`config.mk`:
```
export PLATFORM = sky130hd
export DESIGN_NAME = pipe_ctrl_flat
export DESIGN_NICKNAME = d
export VERILOG_FILES = /design/src/rtl/pipe_ctrl_if.sv /design/src/rtl/pipe_ctrl.sv /design/src/flat_wrapper.sv
export SDC_FILE = /design/constraint.sdc
export NUM_CORES = 1
export LEC_CHECK = 0
export CELL_PAD_IN_SITES_DETAIL_PLACEMENT = 1
export CELL_PAD_IN_SITES_GLOBAL_PLACEMENT = 1
export CORE_MARGIN = 1
export CORE_UTILIZATION = 27
export CTS_CLUSTER_SIZE = 10
export DETAILED_ROUTE_END_ITERATION = 16
export HOLD_SLACK_MARGIN = 0.08
export PLACE_DENSITY_LB_ADDON = 0.3
export SLEW_MARGIN = 25
export SYNTH_ARGS = -nofsm -noshare
export SYNTH_HDL_FRONTEND = slang
export SYNTH_SLANG_ARGS = --single-unit
```
`constraint.sdc`:
```
create_clock -name clk -period 2.2 [get_ports clk]
set_input_delay 0.44 -clock clk [delete_from_list [all_inputs] [get_ports clk]]
set_output_delay 0.44 -clock clk [all_outputs]
set_load 0.02 [all_outputs]
```
`src/rtl/pipe_ctrl_if.sv`:
```
// Request/response bundle between the pipeline stages and pipe_ctrl.
// The master side raises stall/flush requests; the slave side is the controller.
interface pipe_ctrl_if;
    logic        stallreq_from_id;
    logic        stallreq_from_ex;
    logic        flush_req;
    logic [31:0] flush_pc;
    logic [5:0]  stall;
    logic        flush;
    logic [31:0] new_pc;
    logic        stall_timeout;
    logic [31:0] perf_stall_cycles;
    logic [31:0] perf_flush_count;

    modport master (
        output stallreq_from_id, stallreq_from_ex, flush_req, flush_pc,
        input  stall, flush, new_pc, stall_timeout, perf_stall_cycles, perf_flush_count
    );

    modport slave (
        input  stallreq_from_id, stallreq_from_ex, flush_req, flush_pc,
        output stall, flush, new_pc, stall_timeout, perf_stall_cycles, perf_flush_count
    );
endinterface

```
`src/rtl/pipe_ctrl.sv`:
```
// Pipeline stall/flush controller with a runaway-stall watchdog.
// Define PIPE_CTRL_PERF_EN to build the saturating stall/flush performance counters.
module pipe_ctrl #(
    parameter int MAX_STALL = 64,
    parameter int CNT_W     = 8
) (
    input  logic         clk,
    input  logic         rst,
    pipe_ctrl_if.slave   bus
);
    typedef enum logic [1:0] {RUN, STALL, FLUSH} state_t;

    localparam logic [CNT_W-1:0] CNT_MAX  = CNT_W'(MAX_STALL);
    localparam logic [CNT_W-1:0] CNT_LAST = CNT_W'(MAX_STALL - 1);

    state_t           state;
    logic             flush_q;
    logic [31:0]      new_pc_q;
    logic [CNT_W-1:0] stall_cnt;
    logic             timeout_q;
    logic [5:0]       stall_vec;
    logic             stalling;

    // A pending or active flush always wins so the redirect is never held off.
    always_comb begin
        stall_vec = 6'b000000;
        if (!rst && state != FLUSH && !bus.flush_req) begin
            if (bus.stallreq_from_ex)
                stall_vec = 6'b001111;
            else if (bus.stallreq_from_id)
                stall_vec = 6'b000111;
        end
    end

    assign stalling = |stall_vec;

    always_ff @(posedge clk) begin
        if (rst) begin
            state    <= RUN;
            flush_q  <= 1'b0;
            new_pc_q <= 32'h0;
        end else if (bus.flush_req) begin
            state    <= FLUSH;
            flush_q  <= 1'b1;
            new_pc_q <= bus.flush_pc;
        end else begin
            flush_q <= 1'b0;
            if (state != FLUSH && (bus.stallreq_from_ex || bus.stallreq_from_id))
                state <= STALL;
            else
                state <= RUN;
        end
    end

    // Counter saturates at MAX_STALL; the flag latches on the step that reaches it.
    always_ff @(posedge clk) begin
        if (rst) begin
            stall_cnt <= '0;
            timeout_q <= 1'b0;
        end else if (stalling) begin
            if (stall_cnt != CNT_MAX)
                stall_cnt <= stall_cnt + 1'b1;
            if (stall_cnt >= CNT_LAST)
                timeout_q <= 1'b1;
        end else begin
            stall_cnt <= '0;
        end
    end

    assign bus.stall         = stall_vec;
    assign bus.flush         = flush_q;
    assign bus.new_pc        = new_pc_q;
    assign bus.stall_timeout = timeout_q;

`ifdef PIPE_CTRL_PERF_EN
    logic [31:0] perf_stall_q;
    logic [31:0] perf_flush_q;

    always_ff @(posedge clk) begin
        if (rst) begin
            perf_stall_q <= 32'h0;
            perf_flush_q <= 32'h0;
        end else begin
            if (stalling && perf_stall_q != 32'hFFFF_FFFF)
                perf_stall_q <= perf_stall_q + 32'd1;
            if (flush_q && perf_flush_q != 32'hFFFF_FFFF)
                perf_flush_q <= perf_flush_q + 32'd1;
        end
    end

    assign bus.perf_stall_cycles = perf_stall_q;
    assign bus.perf_flush_count  = perf_flush_q;
`else
    assign bus.perf_stall_cycles = 32'h0;
    assign bus.perf_flush_count  = 32'h0;
`endif
endmodule

```
`src/flat_wrapper.sv`:
```
// flat-port wrapper written by rule: the top's interface ports become plain ports
module pipe_ctrl_flat 
#(
    parameter int MAX_STALL = 64,
    parameter int CNT_W     = 8
)
  (clk, rst, bus_stallreq_from_id, bus_stallreq_from_ex, bus_flush_req, bus_flush_pc, bus_stall, bus_flush, bus_new_pc, bus_stall_timeout, bus_perf_stall_cycles, bus_perf_flush_count);
  pipe_ctrl_if bus_i ();
  input  logic clk;
  input  logic rst;
  input wire logic [$bits(bus_i.stallreq_from_id)-1:0] bus_stallreq_from_id;
  input wire logic [$bits(bus_i.stallreq_from_ex)-1:0] bus_stallreq_from_ex;
  input wire logic [$bits(bus_i.flush_req)-1:0] bus_flush_req;
  input wire logic [$bits(bus_i.flush_pc)-1:0] bus_flush_pc;
  output wire logic [$bits(bus_i.stall)-1:0] bus_stall;
  output wire logic [$bits(bus_i.flush)-1:0] bus_flush;
  output wire logic [$bits(bus_i.new_pc)-1:0] bus_new_pc;
  output wire logic [$bits(bus_i.stall_timeout)-1:0] bus_stall_timeout;
  output wire logic [$bits(bus_i.perf_stall_cycles)-1:0] bus_perf_stall_cycles;
  output wire logic [$bits(bus_i.perf_flush_count)-1:0] bus_perf_flush_count;
  assign bus_i.stallreq_from_id = bus_stallreq_from_id;
  assign bus_i.stallreq_from_ex = bus_stallreq_from_ex;
  assign bus_i.flush_req = bus_flush_req;
  assign bus_i.flush_pc = bus_flush_pc;
  assign bus_stall = bus_i.stall;
  assign bus_flush = bus_i.flush;
  assign bus_new_pc = bus_i.new_pc;
  assign bus_stall_timeout = bus_i.stall_timeout;
  assign bus_perf_stall_cycles = bus_i.perf_stall_cycles;
  assign bus_perf_flush_count = bus_i.perf_flush_count;
  pipe_ctrl #(.MAX_STALL(MAX_STALL), .CNT_W(CNT_W)) u_core (.clk(clk), .rst(rst), .bus(bus_i));
endmodule
```
# ---- Word level (Yosys, flattened, before mapping)
# Cells that the tools add are included.
dict set report totals {
  ff_bits 44
  in_bits 37
  output_inout_bits 104
  word_cells 27
}
dict set report classes {
  n_addsub 1
  order_cmp 1
  eq_ne 2
  muxes 6
  n_bitwise 1
  n_reduce_logical 10
}
# operator n
set ops {}
lappend ops {{$mux W6} 2}
lappend ops {{$add A8 B1 Y8 const B} 1}
lappend ops {{$ge A8 B6 Y1 const B} 1}
lappend ops {{$ne A8 B7 Y1 const B} 1}
lappend ops {{$reduce_or A6 Y1} 1}
lappend ops {{$reduce_or A2 Y1} 2}
lappend ops {{$logic_and A1 B1 Y1} 3}
lappend ops {{$mux W3} 1}
lappend ops {{$logic_not A1 Y1} 2}
lappend ops {{$mux W1} 2}
lappend ops {{$mux W2} 1}
lappend ops {{$ne A2 B2 Y1 const B} 1}
lappend ops {{$reduce_and A2 Y1} 1}
lappend ops {{$logic_or A1 B1 Y1} 1}
lappend ops {{$not A1 Y1} 1}

# ---- Depth between registers and ports, before layout
dict set report depth {
  ltp_word 7
  depth_mapped 5
  mapped_depth_nobuf 5
}

# ---- Worst setup path before layout
# No wires, ideal clock.
dict set report synth_path {
  kind {in2out}
  from {input port bus_flush_req}
  to {output port bus_stall[1]}
  arrival_ns 1.310
  t_required_ns 1.760
  path_slack_ns 0.450
  path_stages 5
  n_path_buf 2
  cell_sequence {buf_2 nor2_1 nand3_2 inv_1 buf_4}
}
dict set report synth_via {
  elab_chain_len 3
}
# item line_no
set synth_lines {}
lappend synth_lines {{start: declaration} flat_wrapper.sv:13} ;# input wire logic [$bits(bus_i.flush_req)-1:0] bus_flush_req;
lappend synth_lines {{$logic_not A1 Y1} pipe_ctrl.sv:27} ;# if (!rst && state != FLUSH && !bus.flush_req) begin
lappend synth_lines {{$logic_and A1 B1 Y1} pipe_ctrl.sv:27}
lappend synth_lines {{$mux W6} pipe_ctrl.sv:27}
lappend synth_lines {{end: declaration} flat_wrapper.sv:15} ;# output wire logic [$bits(bus_i.stall)-1:0] bus_stall;
# Every way passes these cells.

# ---- Worst setup path after layout
dict set report layout_path {
  from {input port bus_stallreq_from_ex}
  to {output port bus_stall[2]}
}
dict set report layout_via {
  elab_chain_len 2
}
# item line_no
set layout_lines {}
lappend layout_lines {{start: declaration} flat_wrapper.sv:12} ;# input wire logic [$bits(bus_i.stallreq_from_ex)-1:0] bus_stallreq_from_ex;
lappend layout_lines {{$mux W6} pipe_ctrl.sv:28} ;# if (bus.stallreq_from_ex)
lappend layout_lines {{$mux W6} pipe_ctrl.sv:27}
# Every way passes these cells.

==> flow_summary.toml <==
[global_route]
grt-ovfl-total = 0
grt.total_usage_pct = 10.7
grt_pass1_wl_mm = 7.07
grt_start_max_net_pins = 35
grt_pass1_vias = 1440
antenna_found_initial = 0

[pwr]
ir_drop_mv = 0.281
p_leak_nw = 1.28
cellPowerDensity_nw_per_um2 = 607
power_mw = 1.71

[place]
post_dp_cell_area_sq_um = 2740
place.gp.congestion = 0.733
dpl.cell_count = 399
io_buffers = 74
dp_hpwl_mm = 3.36

[yosys]
seq_area_frac_synth_pct = 40.0
yosysMostFrequentCell = "buf_4"
async_flop_share_pct = 0
synth_common_cells = "buf_4 (68), dfxtp_1 (43), nor2_1 (35), mux2i_1 (32), nor3_1 (6)"
synth_top_area_cell = "dfxtp_1"
synth.ff_latch_count = 43
synth_area_leaders = "dfxtp_1 (40%), buf_4 (24%), mux2i_1 (15%)"
synth_edf_count = 0
synthDistinctLibCells = 28
syn-instance-count = 231
synth_area_sq_um = 2150
synth_flop_cell = "dfxtp_1"
ys_warn_count = 0
synth_top_area_share_pct = 40.0
avgSynthCellArea_sq_um = 9.31

[timing]
finalHoldViolCount = 0
fmax_ghz = 0.473
post-route-period-util_pct = 96.1
rsz0062_at_grt = "false"
relSlewSlack_pct = 62.8
finalSetupViolCount = 0
finClkSkew_ns = 0.00521
hold_ws_ns = 0.493
worstMarginPinSlew_ns = 0.558
drv_slew = 0
period_minus_slack_ns = 2.11

[setup_path]
rr_startpoint = "u_core.stall_cnt[2]"
crit_family = "buffers and inverters"
rr_worst_depth = 3
endpoint_kind = "output pin"
crit_buf_inv = 3
worstPathArrival_ns = 1.67
path_cells = "clkdlybuf4s50_1 -> or2_2 -> nand3_2 -> inv_1 -> dlygate4sd2_1"
crit_type = "in2out"
cpMaxStageDelayCell = "clkdlybuf4s50_1"
ff2ff_setup_slack_ns = 0.88
critical_path.max_fanout = 4
r2r-end = "u_core.stall_cnt[2]"
required_ns = 1.76
worstSetupStartpointType = "primary input"
max_stage_delay_ns = 0.43

[floorplan]
die_w_microns = 91.3
start_util_pct = 27.8
io_pins = 141
fp.dieArea_sq_um = 8330
rows = 32
core_sq_um = 7730
die_h_microns = 91.3

[min_path]
hold_end = "u_core.bus.new_pc[3]"
hp-class = "reg2reg"
hold_depth = 2
min_from = "u_core.bus.new_pc[3]"

[clocking]
clk_pin_slew_ns = 0.08
cts_buffer_depth = 2
cts_tree = "yes"
htreeDepth = 2
holdBufCountCts = 0
cts_buffers = 5
clkLatencyLatePin_ns = 0.29
clockRootBuffer = "clkbuf_8"
cts_setup_buffers = 0
cts_num_sinks = 43

[cells_and_area]
areaGrowthSynthToFinish_pct = 30.7
postLayoutCellArea_sq_um = 2810
layout-drive-gt1-share_pct = 4.92
n_antenna_cell = 0
fin_util_pct = 36.4
nets = 343
stdcell_count = 407

[detailed_routing]
antenna_left = 0
drtIter0Drc = 21
drc = 0
via_per_inst = 3.90
routedWlPerCell_microns = 11.1
vias = 1588
first_pass_iters = 4
drt-total-wl_mm = 4.52

[flow_run]
drv_cap = 0

[outcome]
outcome = "finished clean"
==> per-layer routing <==
metal  GRT usage [%]  up-vias  share of wire [%]
li1                -      767                  -
met1            12.1      739                 40
met2            18.6       77                 50
met3            4.27        5                9.1
met4            3.17        0                1.0
met5               0        -                  0
==> registers in the layout, indices dropped and copies added, names as in the netlist <==
register                  cells
u_core.bus.new_pc            32
u_core.stall_cnt              8
u_core.bus.flush              1
u_core.bus.stall_timeout      1
u_core.state                  1
==> report_power, final <==
group | switching, mW | total (mW) | internal (mW)
registers | 0.0191 | 0.835 | 0.816
clock network | 0.266 | 0.489 | 0.223
logic | 0.226 | 0.383 | 0.157
total | 0.511 | 1.71 | 1.20
==> worst max-delay path by stage <==
stage	from	to	slack, ns	cells past startpoint
floorplan	bus_flush_req	bus_stall[1]	0.45	5
global placement	rst	bus_stall[2]	-0.21	5
detailed placement	rst	bus_stall[2]	-0.21	5
CTS	bus_stallreq_from_ex	bus_stall[2]	0.05	5
global route	bus_stallreq_from_ex	bus_stall[2]	0.02	5
finish	bus_stallreq_from_ex	bus_stall[2]	0.09	5
==> stage by stage <==
stage / setup WS (ns) / TNS (ns)
6_report: 0.0861 / 0
2_1_floorplan: 0.450 / 0
4_1_cts: 0.0548 / 0
3_3_place_gp: -0.208 / -0.806
3_5_place_dp: -0.207 / -0.754
5_1_grt: 0.0226 / 0
==> layout make-up <==
type,instances,area (sq um)
inverters,5,18.8
repair buffers,77,753
flip-flops and latches,43,861
fillers,922,4920
clock buffers,7,76.3
clock inverters,1,5.00
well taps,102,128
multi-input cells,172,970
==> placed cells by master (no fill, tap or decap), types with 2 or more instances in the layout <==
cell type / count
ha_1: 2
dlygate4sd2_1: 4
nor2_1: 35
o21ai_0: 5
dfxtp_1: 43
nor3_1: 6
nand3_2: 2
nand3_1: 3
xor2_1: 2
clkdlybuf4s50_1: 69
buf_4: 3
inv_1: 5
or3_1: 4
clkbuf_1: 2
conb_1: 66
clkbuf_8: 5
mux2i_1: 32
a21oi_1: 3
==> cell families after synthesis <==
logic type | Yosys count | synth area share [%]
adders and majority gates | 2 | 1.16
and+or+nand+nor | 58 | 13.0
AOI/OAI and AO/OA | 11 | 3.26
DFF | 43 | 40.0
other | 1 | 0.174
buffers and inverters | 81 | 26.2
xor gates and xnor gates | 3 | 1.22
muxes | 32 | 14.9
==> what timing repair did <==
item | CTS | global route
setup endpoints to repair | 4 | 0
endpoints found under the hold margin | 0 | 0
gates resized for setup | 4 | 0
==> tightest hold or removal path: stages, from the launching register on <==
cell	delay, ns
dfxtp_1	0.33
mux2i_1	0.06
nor2_1	0.07
Power figures use the tool's default switching activity.
